### src/rtl/lsu_mem_interface_if.sv
// Data-bus bundle between the LSU memory stage (master) and the data memory (slave).
// Carries the req/gnt/rvalid handshake plus address, byte enables and data.
interface lsu_mem_interface_if;
    logic        mem_req;
    logic [3:0]  mem_we;
    logic [31:0] mem_addr;
    logic [31:0] mem_wdata;
    logic        mem_gnt;
    logic        mem_rvalid;
    logic [31:0] mem_rdata;

    modport master (
        output mem_req, mem_we, mem_addr, mem_wdata,
        input  mem_gnt, mem_rvalid, mem_rdata
    );

    modport slave (
        input  mem_req, mem_we, mem_addr, mem_wdata,
        output mem_gnt, mem_rvalid, mem_rdata
    );
endinterface

### src/rtl/lsu_mem_interface.sv
// LSU memory stage: one outstanding load/store over a req/gnt/rvalid bus with timeout.
// Optional MISALIGNED_TRAP_EN rejects misaligned half/word accesses at accept time.
module lsu_mem_interface #(
    parameter int unsigned TIMEOUT_CYCLES = 16,
    parameter int unsigned CNT_WIDTH      = 8
) (
    input  logic                       clk,
    input  logic                       reset_n,
    input  logic                       req_valid,
    input  logic                       req_read,
    input  logic [3:0]                 req_we,
    input  logic [31:0]                req_addr,
    input  logic [31:0]                req_wdata,
    input  logic [2:0]                 req_op,
    input  logic [4:0]                 req_rd,
    output logic                       req_ready,
    output logic                       stall,
    lsu_mem_interface_if.master        mem,
    output logic                       wb_valid,
    output logic                       wb_we,
    output logic [4:0]                 wb_rd,
    output logic [31:0]                wb_data,
    output logic                       bus_error,
    output logic                       misaligned
);

    typedef enum logic [1:0] {IDLE, ADDR, DATA} state_e;
    typedef enum logic [2:0] {OP_LB, OP_LBU, OP_LH, OP_LHU, OP_LW, OP_SB, OP_SH, OP_SW} op_e;

    localparam logic [CNT_WIDTH-1:0] TIMEOUT_LIM = CNT_WIDTH'(TIMEOUT_CYCLES);
    localparam logic                 TIMEOUT_EN  = (TIMEOUT_CYCLES != 0);

    state_e                state_q, state_d;
    logic [CNT_WIDTH-1:0]  cnt_q, cnt_d, cnt_inc;
    logic [31:0]           addr_q, addr_d;
    logic [31:0]           wdata_q, wdata_d;
    logic [3:0]            we_q, we_d;
    op_e                   op_q, op_d;
    logic [4:0]            rd_q, rd_d;
    logic                  read_q, read_d;
    logic                  wb_valid_q, wb_valid_d;
    logic                  wb_we_q, wb_we_d;
    logic [4:0]            wb_rd_q, wb_rd_d;
    logic [31:0]           wb_data_q, wb_data_d;
    logic                  bus_error_q, bus_error_d;
    logic                  misaligned_q, misaligned_d;
    logic                  trap_req;
    logic                  timeout_hit;

    function automatic logic [31:0] align_load(input op_e op, input logic [1:0] lane,
                                               input logic [31:0] rdata);
        logic [7:0]  b;
        logic [15:0] h;
        case (lane)
            2'd0:    b = rdata[7:0];
            2'd1:    b = rdata[15:8];
            2'd2:    b = rdata[23:16];
            default: b = rdata[31:24];
        endcase
        h = lane[1] ? rdata[31:16] : rdata[15:0];
        case (op)
            OP_LB:   align_load = {{24{b[7]}}, b};
            OP_LBU:  align_load = {24'h0, b};
            OP_LH:   align_load = {{16{h[15]}}, h};
            OP_LHU:  align_load = {16'h0, h};
            OP_LW:   align_load = rdata;
            default: align_load = '0;
        endcase
    endfunction

`ifdef MISALIGNED_TRAP_EN
    always_comb begin
        case (op_e'(req_op))
            OP_LH, OP_LHU, OP_SH: trap_req = req_addr[0];
            OP_LW, OP_SW:         trap_req = (req_addr[1:0] != 2'b00);
            default:              trap_req = 1'b0;
        endcase
    end
`else
    assign trap_req = 1'b0;
`endif

    // Counter saturates so a disabled timeout never wraps into a false hit.
    assign cnt_inc     = (cnt_q == '1) ? cnt_q : cnt_q + 1'b1;
    assign timeout_hit = TIMEOUT_EN && (cnt_inc == TIMEOUT_LIM);

    always_comb begin
        state_d      = state_q;
        cnt_d        = cnt_q;
        addr_d       = addr_q;
        wdata_d      = wdata_q;
        we_d         = we_q;
        op_d         = op_q;
        rd_d         = rd_q;
        read_d       = read_q;
        wb_valid_d   = 1'b0;
        wb_we_d      = 1'b0;
        wb_rd_d      = '0;
        wb_data_d    = '0;
        bus_error_d  = 1'b0;
        misaligned_d = 1'b0;
        case (state_q)
            IDLE: begin
                if (req_valid) begin
                    if (trap_req) begin
                        misaligned_d = 1'b1;
                    end else begin
                        addr_d  = req_addr;
                        wdata_d = req_wdata;
                        we_d    = req_we;
                        op_d    = op_e'(req_op);
                        rd_d    = req_rd;
                        read_d  = req_read;
                        cnt_d   = '0;
                        state_d = ADDR;
                    end
                end
            end
            ADDR: begin
                cnt_d = cnt_inc;
                if (timeout_hit) begin
                    bus_error_d = 1'b1;
                    state_d     = IDLE;
                end else if (mem.mem_gnt) begin
                    state_d = DATA;
                end
            end
            DATA: begin
                cnt_d = cnt_inc;
                // Completion is checked first so a response on the terminal cycle still retires.
                if (mem.mem_rvalid) begin
                    wb_valid_d = 1'b1;
                    wb_we_d    = read_q;
                    wb_rd_d    = rd_q;
                    wb_data_d  = read_q ? align_load(op_q, addr_q[1:0], mem.mem_rdata) : '0;
                    state_d    = IDLE;
                end else if (timeout_hit) begin
                    bus_error_d = 1'b1;
                    state_d     = IDLE;
                end
            end
            default: state_d = IDLE;
        endcase
    end

    always_ff @(posedge clk or negedge reset_n) begin
        if (!reset_n) begin
            state_q      <= IDLE;
            cnt_q        <= '0;
            addr_q       <= '0;
            wdata_q      <= '0;
            we_q         <= '0;
            op_q         <= OP_LB;
            rd_q         <= '0;
            read_q       <= 1'b0;
            wb_valid_q   <= 1'b0;
            wb_we_q      <= 1'b0;
            wb_rd_q      <= '0;
            wb_data_q    <= '0;
            bus_error_q  <= 1'b0;
            misaligned_q <= 1'b0;
        end else begin
            state_q      <= state_d;
            cnt_q        <= cnt_d;
            addr_q       <= addr_d;
            wdata_q      <= wdata_d;
            we_q         <= we_d;
            op_q         <= op_d;
            rd_q         <= rd_d;
            read_q       <= read_d;
            wb_valid_q   <= wb_valid_d;
            wb_we_q      <= wb_we_d;
            wb_rd_q      <= wb_rd_d;
            wb_data_q    <= wb_data_d;
            bus_error_q  <= bus_error_d;
            misaligned_q <= misaligned_d;
        end
    end

    assign req_ready     = (state_q == IDLE);
    assign stall         = !req_ready;
    assign mem.mem_req   = (state_q == ADDR);
    assign mem.mem_we    = (state_q == ADDR) ? we_q : '0;
    assign mem.mem_addr  = {addr_q[31:2], 2'b00};
    assign mem.mem_wdata = wdata_q;
    assign wb_valid      = wb_valid_q;
    assign wb_we         = wb_we_q;
    assign wb_rd         = wb_rd_q;
    assign wb_data       = wb_data_q;
    assign bus_error     = bus_error_q;
    assign misaligned    = misaligned_q;

endmodule

### src/flat_wrapper.sv
// flat-port wrapper written by rule: the top's interface ports become plain ports
module lsu_mem_interface_flat 
#(
    parameter int unsigned TIMEOUT_CYCLES = 16,
    parameter int unsigned CNT_WIDTH      = 8
)
  (clk, reset_n, req_valid, req_read, req_we, req_addr, req_wdata, req_op, req_rd, req_ready, stall, wb_valid, wb_we, wb_rd, wb_data, bus_error, misaligned, mem_mem_req, mem_mem_we, mem_mem_addr, mem_mem_wdata, mem_mem_gnt, mem_mem_rvalid, mem_mem_rdata);
  lsu_mem_interface_if mem_i ();
  input  logic clk;
  input  logic reset_n;
  input  logic req_valid;
  input  logic req_read;
  input  logic [3:0] req_we;
  input  logic [31:0] req_addr;
  input  logic [31:0] req_wdata;
  input  logic [2:0] req_op;
  input  logic [4:0] req_rd;
  output logic req_ready;
  output logic stall;
  output logic wb_valid;
  output logic wb_we;
  output logic [4:0] wb_rd;
  output logic [31:0] wb_data;
  output logic bus_error;
  output logic misaligned;
  output wire logic [$bits(mem_i.mem_req)-1:0] mem_mem_req;
  output wire logic [$bits(mem_i.mem_we)-1:0] mem_mem_we;
  output wire logic [$bits(mem_i.mem_addr)-1:0] mem_mem_addr;
  output wire logic [$bits(mem_i.mem_wdata)-1:0] mem_mem_wdata;
  input wire logic [$bits(mem_i.mem_gnt)-1:0] mem_mem_gnt;
  input wire logic [$bits(mem_i.mem_rvalid)-1:0] mem_mem_rvalid;
  input wire logic [$bits(mem_i.mem_rdata)-1:0] mem_mem_rdata;
  assign mem_mem_req = mem_i.mem_req;
  assign mem_mem_we = mem_i.mem_we;
  assign mem_mem_addr = mem_i.mem_addr;
  assign mem_mem_wdata = mem_i.mem_wdata;
  assign mem_i.mem_gnt = mem_mem_gnt;
  assign mem_i.mem_rvalid = mem_mem_rvalid;
  assign mem_i.mem_rdata = mem_mem_rdata;
  lsu_mem_interface #(.TIMEOUT_CYCLES(TIMEOUT_CYCLES), .CNT_WIDTH(CNT_WIDTH)) u_core (.clk(clk), .reset_n(reset_n), .req_valid(req_valid), .req_read(req_read), .req_we(req_we), .req_addr(req_addr), .req_wdata(req_wdata), .req_op(req_op), .req_rd(req_rd), .req_ready(req_ready), .stall(stall), .mem(mem_i), .wb_valid(wb_valid), .wb_we(wb_we), .wb_rd(wb_rd), .wb_data(wb_data), .bus_error(bus_error), .misaligned(misaligned));
endmodule
### config.mk
export PLATFORM = sky130hd
export DESIGN_NAME = lsu_mem_interface_flat
export DESIGN_NICKNAME = d
export VERILOG_FILES = /design/src/rtl/lsu_mem_interface_if.sv /design/src/rtl/lsu_mem_interface.sv /design/src/flat_wrapper.sv
export SDC_FILE = /design/constraint.sdc
export NUM_CORES = 1
export LEC_CHECK = 0
export ABC_AREA = 1
export BUFFER_PORTS_ARGS = -buffer_cell sky130_fd_sc_hd__buf_2
export CAP_MARGIN = 40
export CORE_UTILIZATION = 44
export DETAILED_ROUTE_END_ITERATION = 8
export PLACE_DENSITY = 0.76
export SLEW_MARGIN = 20
export SYNTH_ARGS = -nofsm -noshare
export SYNTH_HDL_FRONTEND = slang
export SYNTH_SLANG_ARGS = --single-unit
### constraint.sdc
create_clock -name clk -period 1.7 [get_ports clk]
set_clock_uncertainty 0.15 [all_clocks]
set_input_delay 0.17 -clock clk [delete_from_list [all_inputs] [get_ports clk]]
set_output_delay 0.17 -clock clk [all_outputs]
set_load 0.1 [all_outputs]
# Word-level counts from Yosys, hierarchy flattened
# Cells that the tools add are included.
[classes]
addsub = 1
n_reduce_logical = 9
mux = 25
n_eq_ne = 13
[op_table]
columns = ["operator", "count"]
rows = [
  ["32-bit one-hot mux with 5 select lines", 1],
  ["32-bit two-way mux", 3],
  ["8-bit one-hot mux with 3 select lines", 1],
  ["16-bit two-way mux", 1],
  ["8-bit two-way mux", 2],
  ["8-bit one-hot mux with 2 select lines", 1],
  ["2-bit two-way mux", 5],
  ["5-bit two-way mux", 2],
  ["8-bit by 1-bit adder with 8-bit output, second input constant", 1],
  ["8-bit by 5-bit == test with 1-bit output, second input constant", 1],
  ["8-bit == test, second input constant", 1],
  ["3-bit by 2-bit == test with 1-bit output, second input constant", 2],
  ["1-bit two-way mux", 6],
  ["2-bit one-hot mux with 3 select lines", 1],
  ["2-bit by 1-bit == test with 1-bit output, second input constant", 2],
  ["2-bit == test, second input constant", 2],
  ["2-bit zero test", 2],
  ["4-bit two-way mux", 1],
  ["2-bit AND reduction", 2],
  ["3-bit by 1-bit == test with 1-bit output, second input constant", 1],
  ["3-bit == test, second input constant", 1],
  ["3-bit zero test", 1],
  ["3-bit by 1-bit inequality test with 1-bit output, second input constant", 1],
  ["3-bit by 2-bit inequality test with 1-bit output, second input constant", 1],
  ["other kinds (6)", 6],
]
[totals]
in_bits = 114
ff_bits = 127

# Longest topological paths before layout
# Gate-level depths: netlist (run 1).
[logic_depth]
depth_word = 6
depth_mapped = 13
depth_no_buf = 13

# Worst setup path after synthesis (run 1)
# No wires, ideal clock.
[synth_path]
path_kind = "reg2reg"
start = "register u_core.state_q[0]"
end = "register u_core.cnt_q[0]"
arrival_time_ns = 2.763
stages_incl_launch_ff = 7
setup_slack_ns = -1.351
cell_sequence = "dfrtp_1 > inv_1 > ha_1 > inv_1 > or2_2 > nand2_1 > o22ai_1"
[synth_via]
word_cells_on_any_way = 8
[synth_lines]
columns = ["element", "line", "text"]
rows = [
  ["start: declaration", "lsu_mem_interface.sv:33", "state_e state_q, state_d;"],
  ["start signal: assignment", "lsu_mem_interface.sv:163", "state_q <= state_d;"],
  ["2-bit zero test *", "n/a", ""],
  ["net req_ready", "flat_wrapper.sv:18", "output logic req_ready;"],
  ["2-bit inequality test (no source line) or 2-bit nonzero test (tied branches)", "n/a", ""],
  ["2-bit AND reduction (no source line)", "n/a", ""],
  ["end signal: assignment", "lsu_mem_interface.sv:164", "cnt_q <= cnt_d;"],
  ["end: declaration", "lsu_mem_interface.sv:34", "logic [CNT_WIDTH-1:0] cnt_q, cnt_d, cnt_inc;"],
]
# The timed path passes the listed nets; every way through them passes the cells marked *.
# A chain may end at the register's enable or synchronous reset.

# Worst setup path after layout (run 1)
[layout_path]
start = "register u_core.state_q[0]"
end = "output port mem_mem_we[0]"
[layout_via]
elab_chain_len = 2
[layout_lines]
columns = ["element", "line", "text"]
rows = [
  ["2-bit by 1-bit == test with 1-bit output", "lsu_mem_interface.sv:183", "assign mem.mem_we = (state_q == ADDR) ? we_q : '0;"],
  ["4-bit two-way mux", "lsu_mem_interface.sv:183", ""],
  ["end: declaration", "flat_wrapper.sv:27", "output wire logic [$bits(mem_i.mem_we)-1:0] mem_mem_we;"],
]
# Every way passes these cells.

==> implementation parameters, run 1 <==
Parameter                              Value

Setup path
  Maximum fanout count along the critical path ... 6
  Worst reg2reg setup slack ... -0.07 ns
  Critical path start-end classification ... flop to output pin
  Cell count of the worst reg-to-reg path ... 10
  CP arrival ... 1.49 ns
  Setup crit end kind ... output pin
  Termination of the worst setup path ... mem_mem_we[0]
  Worst Setup SP ... u_core.state_q[0]$_DFFE_PN0P_
  Destination of the worst register-to-register timing path ... u_core.bus_error$_DFF_PN0_
  Data required time of the worst path ... 1.38 ns
  Critical Path Source Type ... flop
  Beginning of the worst register-to-register path ... u_core.cnt_q[1]$_DFFE_PN0P_

Logic synthesis
  Fraction of synthesized cell area taken by the top area cell type ... 0.550
  Netlist Area Pre-Place ... 5770 um^2
  Post-synth EDFFs ... 0
  Most common library cells after synthesis ... sky130_fd_sc_hd__nand2_1 (290), sky130_fd_sc_hd__dfrtp_1 (127), sky130_fd_sc_hd__inv_1 (49), sky130_fd_sc_hd__nor2_1 (39), sky130_fd_sc_hd__buf_4 (34)
  Count leader, synth ... sky130_fd_sc_hd__nand2_1
  Largest cells by area after synthesis ... sky130_fd_sc_hd__dfrtp_1 (55%), sky130_fd_sc_hd__nand2_1 (19%), sky130_fd_sc_hd__buf_4 (4.4%)
  Proportion of register bits with asynchronous set or reset after synthesis ... 1.00
  Most frequently used flop master after synthesis ... sky130_fd_sc_hd__dfrtp_1
  Cell variety after synth ... 33
  Gate Count Post-Synth ... 697
  Avg Synthesized Cell Area ... 8.28 um^2
  Synth Register Bits ... 127
  Synthesis warning total ... 0
  Cell taking the most area after synthesis ... sky130_fd_sc_hd__dfrtp_1
  Sequential cell area fraction in the yosys report ... 0.550

Global route
  Number of global-route vias before repair ... 5,541
  Total gr overflow ... 0
  Global-route wire length before repair ... 26.3 mm
  Met3 Usage GRT ... 0.0758
  Initial antenna violation count ... 0
  GR met2 Demand/Resource ... 0.429
  Pin count of the biggest net entering global routing ... 58
  Overall global routing resource usage ... 0.256
  Top Usage Layer GRT ... met2
  Fraction of met1 tracks used by global routing ... 0.302

CTS
  Number of clock sinks ... 127
  Level count of the clock H-tree ... 4
  TritonCTS clock tree ... done
  Root Driver ... sky130_fd_sc_hd__clkbuf_16
  Insertion delay of the later-clocked pin in the worst-skew pair ... 0.43 ns
  Maximum count of clock buffers along a single path ... 2
  Inserted Clock Buffers ... 17
  Reg clk slew, reported paths ... 0.06 ns

Finish
  Finished layout cell area ... 9110 um^2
  Count of inserted antenna diode cells ... 0
  Synth-to-layout area growth ... 57.8%
  Fraction of layout cells with a size suffix above 1 ... 0.328
  # fillers ... 884
  Final design utilization ... 0.716
  Fin nets ... 1,139

Timing
  Pins Over Slew Limit ... 0
  Unrepaired setup endpoints after global routing ... yes
  Transition time at the pin with the least slew margin ... 0.517 ns
  Highest achievable clock rate ... 553 MHz
  Worst Setup Slack, final ... -0.108 ns
  Final critical delay including setup and external delays ... 1.81 ns
  Share of the clock period used by the worst path ... 1.06
  Final setup violation count ... 9
  Worst slew margin relative to its limit ... 0.658
  Hold Violations, Final ... 0

Power and ir drop
  Switch Pwr ... 0.0114 W
  Worst-case vdd ir drop ... 1.99 mV
  Sequential share of power ... 0.223
  Overall power consumption ... 0.0207 W
  Leakage dissipation ... 4.87 nW
  Part of the total power dissipated in the clock network ... 0.193
  Power share of the combinational group ... 0.584
  Design internal power ... 0.00937 W
  Power per Cell Area ... 2270 nW/um^2
  Net switching share of the total power ... 0.548

Detailed routing
  Antenna violation net count after detailed routing ... 0
  DRT Pass-1 Iters ... 5
  DRT Wirelength ... 17.8 mm
  Number of DRC markers in iteration 0 ... 363
  Average wire length per cell after detail routing ... 14.8 um
  Vias/cell ... 4.87
  DR DRC count ... 0
  Vias after detailed routing ... 5,876

Floorplan
  Core region area ... 12,700 um^2
  Area of the die ... 13,600 um^2
  Site row count ... 41
  Top-Level Pins ... 226
  Die width ... 117 um
  DIE HEIGHT ... 117 um
  Initial Utilization ... 0.454

Run status
  Status ... finished, violations left
  Violations in the final reports ... setup timing

Min path
  Worst Hold Class ... input pin to flop
  Cell depth of the worst hold path ... 5
  Origin of the worst min-delay path ... mem_mem_rdata[3]

Job
  Count of max-cap constraint violations ... 0

Placement
  Placement Cell Area ... 7180 um^2
  Routability congestion estimate ... 0.890
  Port buffer count ... 222
  Half-perimeter wire length after placement ... 10.6 mm
area by class of cell:
| type | count | area (um^2) | area share |
|---|---|---|---|
| clock buffers | 21 | 470 | 0.0516 |
| repair buffers | 362 | 2640 | 0.290 |
| well taps | 172 | 215 | 0.0236 |
| inverters | 53 | 219 | 0.0240 |
| clock inverters | 11 | 179 | 0.0196 |
| multi-input cells | 460 | 2200 | 0.242 |
| flip-flops and latches | 127 | 3180 | 0.349 |
worst min path at each step:
stage                                    end  slack, ns
2_1_floorplan   u_core.addr_q[0]$_DFFE_PN0P_      -0.28
3_3_place_gp   u_core.addr_q[25]$_DFFE_PN0P_      -0.04
6_report         u_core.wb_data[3]$_DFF_PN0_       0.01
4_1_cts        u_core.state_q[0]$_DFFE_PN0P_       0.01
5_1_grt          u_core.wb_data[3]$_DFF_PN0_       0.04
3_5_place_dp      u_core.we_q[3]$_DFFE_PN0P_      -0.04
through the flow:
stage,cells,worst slack [ns],TNS (ns),hold slack (ns)
floorplan,699,-0.516,-9.97,-0.276
CTS,1203,-0.107,-0.580,0.0109
finish,1206,-0.108,-0.660,0.0122
global placement,1060,-0.0184,-0.0346,-0.0446
detailed placement,1060,-0.0818,-0.156,-0.0447
global route,1206,-0.205,-1.59,0.0433
per-layer routing:
| layer | share of wire | wire length [um] | up-vias |
|---|---|---|---|
| met2 | 0.49 | 8810 | 293 |
| li1 | - | - | 2810 |
| met4 | 0.033 | 593 | 0 |
| met1 | 0.39 | 7020 | 2723 |
| met3 | 0.079 | 1410 | 50 |
| met5 | 0 | 0 | - |
cells by family after synthesis:
kind of cell / count (synthesis) / share of synthesized area
AND/OR/NAND/NOR: 365 / 0.254
adder cells (fa/ha/maj): 4 / 0.00867
flip-flops: 127 / 0.550
AO/OA/AOI/OAI: 86 / 0.0865
buffers and inverters: 113 / 0.0984
XOR/XNOR: 1 / 0.00152
other: 1 / 0.000649
power groups by stage:
stage / Combinational, W / Sequential (W) / Clock, W
floorplan: 0.00645 / 0.00757 / 0
global placement: 0.0112 / 0.00456 / 0
detailed placement: 0.0113 / 0.00457 / 0
CTS: 0.0117 / 0.00456 / 0.00404
global route: 0.0127 / 0.00474 / 0.00418
finish: 0.0121 / 0.00462 / 0.00399
placed cells by master, fill, tap and decap left out, types with 4 or more instances in the layout:
| master | count |
|---|---|
| sky130_fd_sc_hd__a21oi_1 | 22 |
| sky130_fd_sc_hd__a31oi_1 | 13 |
| sky130_fd_sc_hd__buf_12 | 14 |
| sky130_fd_sc_hd__buf_2 | 214 |
| sky130_fd_sc_hd__buf_4 | 22 |
| sky130_fd_sc_hd__buf_6 | 5 |
| sky130_fd_sc_hd__bufinv_16 | 4 |
| sky130_fd_sc_hd__clkbuf_16 | 17 |
| sky130_fd_sc_hd__clkinvlp_4 | 7 |
| sky130_fd_sc_hd__dfrtp_1 | 126 |
| sky130_fd_sc_hd__dlygate4sd3_1 | 107 |
| sky130_fd_sc_hd__inv_1 | 41 |
| sky130_fd_sc_hd__inv_2 | 6 |
| sky130_fd_sc_hd__nand2_1 | 279 |
| sky130_fd_sc_hd__nand2_2 | 9 |
| sky130_fd_sc_hd__nand2_4 | 8 |
| sky130_fd_sc_hd__nand3_1 | 8 |
| sky130_fd_sc_hd__nand4_1 | 9 |
| sky130_fd_sc_hd__nor2_1 | 38 |
| sky130_fd_sc_hd__nor2_2 | 5 |
| sky130_fd_sc_hd__o21a_1 | 7 |
| sky130_fd_sc_hd__o21ai_0 | 20 |
| sky130_fd_sc_hd__o22ai_1 | 14 |
flip-flops by register name, summed over array words and instances (netlist names):
signal                flops
u_core.we_q               4
u_core.cnt_q              8
u_core.wb_rd              5
u_core.addr_q            32
u_core.state_q            2
u_core.op_q               3
u_core.bus_error          1
u_core.wb_we              1
u_core.read_q             1
u_core.rd_q               5
u_core.wb_data           32
u_core.mem.mem_wdata     32
u_core.wb_valid           1
repair_timing:
action | 4_1_cts | 5_1_grt
resized for setup | 13 | 23
endpoints found under the hold margin | 235 | 0
pin swaps | 5 | 12
endpoints found under the setup margin | 8 | 51
gates cloned | 0 | 1
hold buffers | 107 | 0
setup buffers | 4 | 2
worst max-delay path, stage by stage (launching register included):
cell	delay, ns
sky130_fd_sc_hd__dfrtp_1	0.39
sky130_fd_sc_hd__buf_6	0.13
sky130_fd_sc_hd__ha_4	0.20
sky130_fd_sc_hd__nand2_4	0.08
sky130_fd_sc_hd__clkinvlp_4	0.09
sky130_fd_sc_hd__buf_12	0.17
No activity file was read; power rests on OpenSTA's default activity.
==> inputs of run 2 (changes only) <==
Settings changed: SETUP_SLACK_MARGIN set to 0.05.
==> run 2 against run 1 <==
Compared with the run above: the flow still finishes with violations (setup timing); flip-flop and latch count stayed put; non-clock buffer count rose by 10; first-iteration DRC count increased by 41%; sequential share of layout area fell by 1.5 points; die area did not move; critical path type unchanged.
==> implementation parameters, run 2 (same netlist as run 1, synthesis figures left out) <==
Parameter                              Value

Run status
  Status ... finished, violations left
  Violations in the final reports ... setup timing

Power and ir drop
  Leakage dissipation ... 4.99 nW
  Power per Cell Area ... 2250 nW/um^2
  Worst-case vdd ir drop ... 1.44 mV

Setup path
  Maximum fanout count along the critical path ... 6
  CP arrival ... 1.46 ns
  Critical path start-end classification ... flop to output pin
  Setup crit end kind ... output pin
  Data required time of the worst path ... 1.38 ns
  Critical Path Source Type ... flop

Finish
  Fin nets ... 1,149
  Synth-to-layout area growth ... 65.1%
  Fraction of layout cells with a size suffix above 1 ... 0.369
  Finished layout cell area ... 9530 um^2
  Count of inserted antenna diode cells ... 0
  Most common cell after layout, fill and taps aside ... sky130_fd_sc_hd__nand2_1
  Commonest non-fill, non-tap cells in the layout ... sky130_fd_sc_hd__nand2_1 (274), sky130_fd_sc_hd__buf_2 (214), sky130_fd_sc_hd__dfrtp_1 (124), sky130_fd_sc_hd__dlygate4sd3_1 (103), sky130_fd_sc_hd__inv_1 (40)

Timing
  Share of the clock period used by the worst path ... 1.05
  Unrepaired setup endpoints after global routing ... yes
  TNS Setup ... -0.550 ns
  Highest achievable clock rate ... 561 MHz
  Hold Violations, Final ... 0
  Final setup violation count ... 10
  Final critical delay including setup and external delays ... 1.78 ns
  Pins Over Slew Limit ... 0
  Transition time at the pin with the least slew margin ... 0.515 ns
  Worst Setup Slack, final ... -0.0819 ns
  Final worst hold slack ... 0.0361 ns
  Worst slew margin relative to its limit ... 0.659

Detailed routing
  Vias after detailed routing ... 6,147
  DRT Wirelength ... 20.4 mm
  DR DRC count ... 0
  Vias/cell ... 5.06
  Number of DRC markers in iteration 0 ... 513
  Average wire length per cell after detail routing ... 16.8 um
  DRT Pass-1 Iters ... 6
  Antenna violation net count after detailed routing ... 0

Global route
  Total gr overflow ... 0
  Pin count of the biggest net entering global routing ... 52
  Global-route wire length before repair ... 27.2 mm
  Number of global-route vias before repair ... 5,580
  Initial antenna violation count ... 0
  Overall global routing resource usage ... 0.263

Floorplan
  Area of the die ... 13,600 um^2
  Core region area ... 12,700 um^2
  DIE HEIGHT ... 117 um
  Die width ... 117 um
  Site row count ... 41
  Top-Level Pins ... 226
  Initial Utilization ... 0.454

CTS
  Level count of the clock H-tree ... 4
  Reg clk slew, reported paths ... 0.06 ns
  Maximum count of clock buffers along a single path ... 2
  Root Driver ... sky130_fd_sc_hd__clkbuf_16
  TritonCTS clock tree ... done
  Insertion delay of the later-clocked pin in the worst-skew pair ... 0.41 ns
  Number of clock sinks ... 127
  Inserted Clock Buffers ... 17

Placement
  Placement Cell Area ... 7180 um^2
  Routability congestion estimate ... 0.870
  Half-perimeter wire length after placement ... 10.6 mm
  Port buffer count ... 222
  Pre-CTS worst setup slack ... -0.0491 ns

Job
  Count of max-cap constraint violations ... 0

Min path
  Worst Hold Class ... input pin to flop
run 2: cell count changes in the layout (fill, tap and decap cells not counted), moves of 4 or more:
| cell | previous run | this run |
|---|---|---|
| sky130_fd_sc_hd__a21oi_2 | 1 | 5 |
| sky130_fd_sc_hd__buf_6 | 5 | 11 |
| sky130_fd_sc_hd__a31oi_4 | 0 | 7 |
| sky130_fd_sc_hd__dlygate4sd3_1 | 107 | 103 |
| sky130_fd_sc_hd__clkinv_2 | 1 | 5 |
| sky130_fd_sc_hd__nand2_1 | 279 | 274 |
| sky130_fd_sc_hd__nor2_2 | 5 | 12 |
| sky130_fd_sc_hd__nor2_1 | 38 | 28 |
| sky130_fd_sc_hd__a21oi_1 | 22 | 18 |
| sky130_fd_sc_hd__clkbuf_16 | 17 | 25 |
| sky130_fd_sc_hd__a31oi_1 | 13 | 8 |
run 2: through the flow:
step / cells / util / total power, W
after global placement: 1060 / 0.564 / 0.0158
after CTS: 1202 / 0.700 / 0.0200
final: 1216 / 0.749 / 0.0214
after detailed placement: 1060 / 0.564 / 0.0159
after global routing: 1216 / 0.749 / 0.0223
after floorplan: 699 / - / 0.0140
run 2: final cells by class:
cell class	instances	area (um^2)
multi-input combinational	460	2430
clock buffer	18	439
tap	172	215
fill	811	3190
inverter	53	235
clock inverter	14	143
timing repair buffer	372	2890
sequential	127	3180
run 2: report_power, final:
group          internal, W  switching [W]  leakage (nW)  total [W]
sequential         0.00403       0.000654          1.64    0.00468
combinational      0.00326        0.00993          3.07     0.0132
clock              0.00219        0.00136         0.282    0.00355
run 2: what timing repair did:
action	CTS	global route
hold buffers	103	0
gates cloned	0	12
hold endpoints to repair	230	0
gates resized for setup	13	88
setup buffers	7	4
pin swaps	5	22
setup endpoints to repair	13	114
run 2: final timing paths:
check	startpoint	cells past startpoint	slack [ns]	to
setup / recovery	u_core.state_q[1]$_DFFE_PN0P_	5	-0.08	mem_mem_we[2]
hold / removal	mem_mem_rdata[1]	5	0.04	u_core.wb_data[1]$_DFF_PN0_
setup reg to reg	u_core.cnt_q[1]$_DFFE_PN0P_	12	-0.07	u_core.state_q[0]$_DFFE_PN0P_
hold reg to reg	u_core.mem.mem_wdata[5]$_DFFE_PN0P_	2	0.32	u_core.mem.mem_wdata[5]$_DFFE_PN0P_
max in group asynchronous	reset_n	3	0.66	u_core.addr_q[0]$_DFFE_PN0P_
min in group asynchronous	reset_n	2	0.10	u_core.wb_rd[3]$_DFF_PN0_
run 2: per-layer routing:
| metal | vias to the layer above | part of all wire | routed length, um | track usage |
|---|---|---|---|---|
| met5 | - | 0 | 0 | 0 |
| met4 | 0 | 0.025 | 514 | 0.107 |
| met2 | 330 | 0.51 | 10500 | 0.455 |
| met1 | 2915 | 0.39 | 7870 | 0.308 |
| li1 | 2846 | - | - | - |
| met3 | 56 | 0.076 | 1550 | 0.0732 |
run 2: critical path: stages (launching register included):
cell and delay (ns):
sky130_fd_sc_hd__dfrtp_1 0.40, sky130_fd_sc_hd__inv_2 0.10, sky130_fd_sc_hd__ha_4 0.22, sky130_fd_sc_hd__nand2_2 0.09, sky130_fd_sc_hd__clkinvlp_4 0.09, sky130_fd_sc_hd__buf_12 0.16
